<file path="src/rtl/neuron_accumulator_if.sv">
// Handshake bundle between the adder tree, the neuron accumulator and the next layer.
// master drives partial sums and consumes activations; slave is the accumulator.
interface neuron_accumulator_if #(
  parameter int unsigned N = 16
);
  logic         abort;
  logic [N-1:0] bias;
  logic [N-1:0] in_data;
  logic         in_valid;
  logic         in_ready;
  logic [N-1:0] out_data;
  logic         out_valid;
  logic         out_ready;
  logic         busy;

  modport master (
    output abort, bias, in_data, in_valid, out_ready,
    input  in_ready, out_data, out_valid, busy
  );

  modport slave (
    input  abort, bias, in_data, in_valid, out_ready,
    output in_ready, out_data, out_valid, busy
  );
endinterface

</file>
<file path="src/rtl/neuron_accumulator.sv">
// Accumulates NUM_CHUNKS signed-magnitude partial sums plus a bias, then emits one
// ReLU'd / saturated signed-magnitude activation over valid/ready.
module neuron_accumulator #(
  parameter int unsigned N          = 16,
  parameter int unsigned NUM_CHUNKS = 4,
  parameter int unsigned RELU_EN    = 1,
  parameter int unsigned ACC_W      = N + 6
) (
  input  logic               clk,
  input  logic               rst_n,
  neuron_accumulator_if.slave bus
);

  localparam int unsigned CNT_W = $clog2(NUM_CHUNKS + 1);

  localparam logic [1:0] S_IDLE  = 2'd0;
  localparam logic [1:0] S_ACCUM = 2'd1;
  localparam logic [1:0] S_OUT   = 2'd2;

  localparam logic signed [ACC_W-1:0] MAX_MAG =
    $signed({{(ACC_W-N+1){1'b0}}, {(N-1){1'b1}}});

  logic [1:0]              state_q, state_d;
  logic signed [ACC_W-1:0] acc_q, acc_d;
  logic [CNT_W-1:0]        cnt_q, cnt_d;
  logic [N-1:0]            out_data_q, out_data_d;
  logic                    out_valid_q, out_valid_d;
  logic                    in_ready_q, in_ready_d;
  logic                    busy_q, busy_d;

  logic                    accept;
  logic signed [ACC_W-1:0] acc_base;
  logic signed [ACC_W-1:0] acc_sum;

  // Signed magnitude to two's complement; negative zero falls out as zero.
  function automatic logic signed [ACC_W-1:0] sm2tc(input logic [N-1:0] x);
    logic signed [ACC_W-1:0] mag;
    mag = $signed({{(ACC_W-N+1){1'b0}}, x[N-2:0]});
    return x[N-1] ? -mag : mag;
  endfunction

  // Optional ReLU, saturate the magnitude, back to signed magnitude without -0.
  function automatic logic [N-1:0] finalize(input logic signed [ACC_W-1:0] x);
    logic                    neg;
    logic signed [ACC_W-1:0] ax;
    logic [N-2:0]            mag;
    neg = x[ACC_W-1];
    ax  = neg ? -x : x;
    if (ax > MAX_MAG) begin
      mag = '1;
    end else begin
      mag = ax[N-2:0];
    end
    if ((RELU_EN != 0) && neg) begin
      return '0;
    end
    return {neg && (mag != '0), mag};
  endfunction

  assign accept   = bus.in_valid && in_ready_q;
  assign acc_base = (state_q == S_IDLE) ? sm2tc(bus.bias) : acc_q;
  assign acc_sum  = acc_base + sm2tc(bus.in_data);

  // Next-state and registered-output logic.
  always_comb begin
    state_d     = state_q;
    acc_d       = acc_q;
    cnt_d       = cnt_q;
    out_data_d  = out_data_q;
    out_valid_d = out_valid_q;

    if (bus.abort) begin
      state_d     = S_IDLE;
      acc_d       = '0;
      cnt_d       = '0;
      out_valid_d = 1'b0;
    end else begin
      case (state_q)
        S_IDLE: begin
          if (accept) begin
            acc_d = acc_sum;
            cnt_d = CNT_W'(1);
            if (NUM_CHUNKS == 1) begin
              state_d     = S_OUT;
              out_data_d  = finalize(acc_sum);
              out_valid_d = 1'b1;
            end else begin
              state_d = S_ACCUM;
            end
          end
        end
        S_ACCUM: begin
          if (accept) begin
            acc_d = acc_sum;
            cnt_d = cnt_q + 1'b1;
            if (cnt_q == CNT_W'(NUM_CHUNKS - 1)) begin
              state_d     = S_OUT;
              out_data_d  = finalize(acc_sum);
              out_valid_d = 1'b1;
            end
          end
        end
        S_OUT: begin
          if (out_valid_q && bus.out_ready) begin
            state_d     = S_IDLE;
            acc_d       = '0;
            cnt_d       = '0;
            out_valid_d = 1'b0;
          end
        end
        default: begin
          state_d     = S_IDLE;
          acc_d       = '0;
          cnt_d       = '0;
          out_valid_d = 1'b0;
        end
      endcase
    end

    // Handshake flags track the state being entered so they are flop outputs.
    in_ready_d = (state_d != S_OUT);
    busy_d     = (state_d != S_IDLE);
  end

  always_ff @(posedge clk or negedge rst_n) begin
    if (!rst_n) begin
      state_q     <= S_IDLE;
      acc_q       <= '0;
      cnt_q       <= '0;
      out_data_q  <= '0;
      out_valid_q <= 1'b0;
      in_ready_q  <= 1'b1;
      busy_q      <= 1'b0;
    end else begin
      state_q     <= state_d;
      acc_q       <= acc_d;
      cnt_q       <= cnt_d;
      out_data_q  <= out_data_d;
      out_valid_q <= out_valid_d;
      in_ready_q  <= in_ready_d;
      busy_q      <= busy_d;
    end
  end

  assign bus.in_ready  = in_ready_q;
  assign bus.out_data  = out_data_q;
  assign bus.out_valid = out_valid_q;
  assign bus.busy      = busy_q;

endmodule
</file>
<file path="src/flat_wrapper.sv">
// flat-port wrapper written by rule: the top's interface ports become plain ports
module neuron_accumulator_flat 
#(
  parameter int unsigned N          = 16,
  parameter int unsigned NUM_CHUNKS = 4,
  parameter int unsigned RELU_EN    = 1,
  parameter int unsigned ACC_W      = N + 6
)
  (clk, rst_n, bus_abort, bus_bias, bus_in_data, bus_in_valid, bus_out_ready, bus_in_ready, bus_out_data, bus_out_valid, bus_busy);
  neuron_accumulator_if #(.N(N)) bus_i ();
  input  logic clk;
  input  logic rst_n;
  input wire logic [$bits(bus_i.abort)-1:0] bus_abort;
  input wire logic [$bits(bus_i.bias)-1:0] bus_bias;
  input wire logic [$bits(bus_i.in_data)-1:0] bus_in_data;
  input wire logic [$bits(bus_i.in_valid)-1:0] bus_in_valid;
  input wire logic [$bits(bus_i.out_ready)-1:0] bus_out_ready;
  output wire logic [$bits(bus_i.in_ready)-1:0] bus_in_ready;
  output wire logic [$bits(bus_i.out_data)-1:0] bus_out_data;
  output wire logic [$bits(bus_i.out_valid)-1:0] bus_out_valid;
  output wire logic [$bits(bus_i.busy)-1:0] bus_busy;
  assign bus_i.abort = bus_abort;
  assign bus_i.bias = bus_bias;
  assign bus_i.in_data = bus_in_data;
  assign bus_i.in_valid = bus_in_valid;
  assign bus_i.out_ready = bus_out_ready;
  assign bus_in_ready = bus_i.in_ready;
  assign bus_out_data = bus_i.out_data;
  assign bus_out_valid = bus_i.out_valid;
  assign bus_busy = bus_i.busy;
  neuron_accumulator #(.N(N), .NUM_CHUNKS(NUM_CHUNKS), .RELU_EN(RELU_EN), .ACC_W(ACC_W)) u_core (.clk(clk), .rst_n(rst_n), .bus(bus_i));
endmodule
</file>
<file path="config.mk">
export PLATFORM = sky130hd
export DESIGN_NAME = neuron_accumulator_flat
export DESIGN_NICKNAME = d
export VERILOG_FILES = /design/src/rtl/neuron_accumulator_if.sv /design/src/rtl/neuron_accumulator.sv /design/src/flat_wrapper.sv
export SDC_FILE = /design/constraint.sdc
export NUM_CORES = 1
export LEC_CHECK = 0
export CAP_MARGIN = 20
export CELL_PAD_IN_SITES_DETAIL_PLACEMENT = 0
export CELL_PAD_IN_SITES_GLOBAL_PLACEMENT = 2
export CORE_UTILIZATION = 35
export CTS_CLUSTER_DIAMETER = 40
export CTS_CLUSTER_SIZE = 24
export DETAILED_ROUTE_END_ITERATION = 12
export PLACE_DENSITY_LB_ADDON = 0.1
export SLEW_MARGIN = 10
export SYNTH_ARGS = -nofsm -noshare
export SYNTH_HDL_FRONTEND = slang
export SYNTH_SLANG_ARGS = --single-unit
</file>
<file path="constraint.sdc">
create_clock -name clk -period 8.5 [get_ports clk]
set_clock_uncertainty 0.1 [all_clocks]
set_input_delay 1.275 -clock clk [delete_from_list [all_inputs] [get_ports clk]]
set_output_delay 1.275 -clock clk [all_outputs]
set_load 0.01 [all_outputs]
</file>
==> results.py <==
metrics = {
    "floorplan": {
        "die_y_um": 106,
        "dieWidth_um": 106,
        "die-area_um2": 11300,
        "core-area_um2": 10400,
        "io_pins": 56,
        "start_util_pct": 36.5,
        "rows": 37,
    },
    "setup_path": {
        "critPathKind": "in2reg",
        "critPathMaxFanout": 15,
        "end_kind": "register",
        "cp-start-kind": "primary input",
        "crit_required_ps": 8550,
        "arrival_ps": 6390,
    },
    "placed_design": {
        "place.gp.congestion": 0.876,
        "postPlaceCellArea_um2": 4420,
        "dp_hpwl_um": 7880,
        "io_buffers": 55,
    },
    "sta": {
        "setup_violations": 0,
        "max_freq_mhz": 158,
        "period_needed_ps": 6340,
        "drv_slew": 0,
        "grt_setup_unrepaired": "false",
        "min_period_over_period_pct": 74.6,
        "finalHoldViolCount": 0,
        "setup_tns_ps": 0,
        "slew_headroom_pct": 36.0,
        "worstMarginPinSlew_ps": 958,
    },
    "synth": {
        "ys_ff_latch": 46,
        "syn_nets": 522,
        "synth-edff-count": 0,
        "ys.flop_type": "dfrtp_1",
        "async_reset_ff_share_pct": 100,
        "syn_area_per_cell_um2": 8.29,
        "yosysUniqueCellTypes": 55,
        "synth_area_um2": 3810,
        "ys_seq_area_share_pct": 30.3,
        "ys_top_cells_by_area": "dfrtp_1 30%, ha_1 8.2%, nand2_1 6.7%",
        "yosysTopAreaCellShare_pct": 29.6,
        "ys_warn_count": 0,
        "yosysTopAreaCell": "dfrtp_1",
        "synthCells": 459,
    },
    "drt": {
        "dr.pass1.iters": 4,
        "wl_per_cell_um": 16.0,
        "drt_iter0_markers": 222,
        "vias_per_cell": 5.35,
        "routed_wl_um": 10100,
        "drc": 0,
        "vias": 3395,
        "ant_nets": 0,
    },
    "finish": {
        "final_common_cell": "nand2_1",
        "drive_gt1_share_pct": 4.61,
        "design_area_um2": 4550,
        "nets": 562,
        "fillers": 1108,
        "antenna_cells": 0,
        "final_cell_mix": "68 x nand2_1, 54 x clkdlybuf4s50_1, 48 x o21ai_0",
        "syn2layout_area_growth_pct": 19.7,
    },
    "pwr": {
        "switching_power_w": 0.000295,
        "cellPowerDensity_nw_per_um2": 169,
        "p_seq_share_pct": 33.2,
        "p_int_w": 0.000476,
        "peakVddDrop_v": 0.0000859,
        "p_leak_nw": 1.94,
        "power_frac_comb_pct": 44.9,
        "switching_share_pct": 38.3,
        "p_clk_share_pct": 21.8,
    },
    "clock_tree": {
        "cts_buffers": 5,
        "clock-root-buffer": "clkbuf_8",
        "cts_tree": "done",
        "path_clk_slew_ps": 80,
        "cts.sinks": 46,
        "cts.path.max_buffers": 2,
        "holdBufCountCts": 0,
        "clock_latency_ps": 300,
        "postCtsResizedCells": 0,
        "post_cts.repair.setup_buffers": 0,
        "htreeDepth": 2,
    },
    "global_routing": {
        "grt_start_max_net_pins": 47,
        "grt_pass1_vias": 3267,
        "track_usage_pct": 18.6,
        "grt_pass1_wl_um": 16800,
        "antenna_found_initial": 0,
        "gr-total-overflow": 0,
    },
    "run": {
        "cap_violations": 0,
    },
    "hold_path": {
        "holdCritPathClass": "reg2reg",
    },
    "status": {
        "status": "finished clean",
    },
}
-- state kept, by name (all words and copies together) (netlist names) --
| register | cells |
|---|---|
| u_core.acc_q | 22 |
| u_core.bus.out_data | 16 |
| u_core.cnt_q | 3 |
| u_core.state_q | 2 |
| u_core.bus.busy | 1 |
| u_core.bus.in_ready | 1 |
| u_core.bus.out_valid | 1 |
-- path summary, 6_finish.rpt --
| check | start | endpoint | slack (ps) | cells after the start |
|---|---|---|---|---|
| worst min-delay path | u_core.cnt_q[2] | u_core.cnt_q[2] | 380 | 2 |
| worst min register to register | u_core.cnt_q[2] | u_core.cnt_q[2] | 380 | 2 |
| max in group asynchronous | rst_n | u_core.bus.in_ready | 6950 | 2 |
| worst max-delay path | bus_in_data[4] | u_core.bus.out_data[0] | 2160 | 16 |
| worst max register to register | u_core.state_q[0] | u_core.bus.out_data[0] | 3570 | 14 |
| min in group asynchronous | rst_n | u_core.bus.out_data[3] | 770 | 1 |
-- cell families (layout without fill, tap and decap cells) --
group	count (synthesis)	after routing	share of synthesized area, %
and+or+nand+nor	131	131	16.5
buffers and inverters	42	82	4.60
muxes	1	1	0.263
xor gates and xnor gates	48	48	11.2
AOI/OAI and AO/OA	165	165	28.3
adders and majority gates	26	26	8.74
DFF	46	46	30.3
-- metal layers --
metal,global-route usage [%],share of wire (%)
met5,0,0
met4,4.07,0.92
met3,2.27,4.8
met2,26.9,40
met1,29.1,55
-- per-stage QoR --
stage | worst slack, ps | total power (W) | hold WS (ps) | util, % | std cells
after floorplan | 2860 | 0.000500 | 349 | - | 459
after global placement | 1940 | 0.000606 | 360 | 42.5 | 627
after detailed placement | 1870 | 0.000605 | 371 | 42.5 | 627
after CTS | 2170 | 0.000774 | 389 | 43.5 | 634
after global routing | 1910 | 0.000827 | 419 | 43.7 | 635
final | 2160 | 0.000771 | 383 | 43.7 | 635
-- critical path: stages --
cell and delay, ps:
clkdlybuf4s50_1 470, or4_4 560, nand2b_1 200, or3_1 390, or3_1 380, o21a_1 190, ha_1 380, a21oi_1 250
o21bai_1 90, a221oi_1 320, o21ai_1 130, xor2_1 170, or4_1 500, or3_4 350, a211oi_4 580, a21oi_1 150
-- area by class of cell --
class	count	area [µm²]	share of cell area (%)
Sequential cell	46	1150	25.3
Tap cell	136	170	3.74
Multi-Input combinational cell	371	2480	54.4
Inverter	18	67.6	1.48
Clock inverter	1	30.0	0.659
Clock buffer	6	82.6	1.81
Timing Repair Buffer	57	573	12.6
-- synthesized netlist by cell type, drive strengths merged (5+ instances only) --
cell / n
nand2: 68
o21ai: 49
a21oi: 46
dfrtp: 45
ha: 25
xnor2: 24
xor2: 24
clkbuf: 19
inv: 18
nor2: 12
o21a: 9
o31ai: 9
a21o: 8
a211oi: 7
a22o: 7
nand2b: 7
nand3: 7
nand4: 7
o21bai: 6
or3: 6
a31oi: 5
buf: 5
o41ai: 5
or4: 5
-- power by group through the flow --
stage / Clock (W) / Sequential (W) / Combinational (W)
floorplan: 0 / 0.000258 / 0.000241
global placement: 0 / 0.000260 / 0.000346
detailed placement: 0 / 0.000260 / 0.000345
CTS: 0.000171 / 0.000256 / 0.000346
global route: 0.000179 / 0.000260 / 0.000388
finish: 0.000168 / 0.000256 / 0.000347
Power figures use the tool's default switching activity.
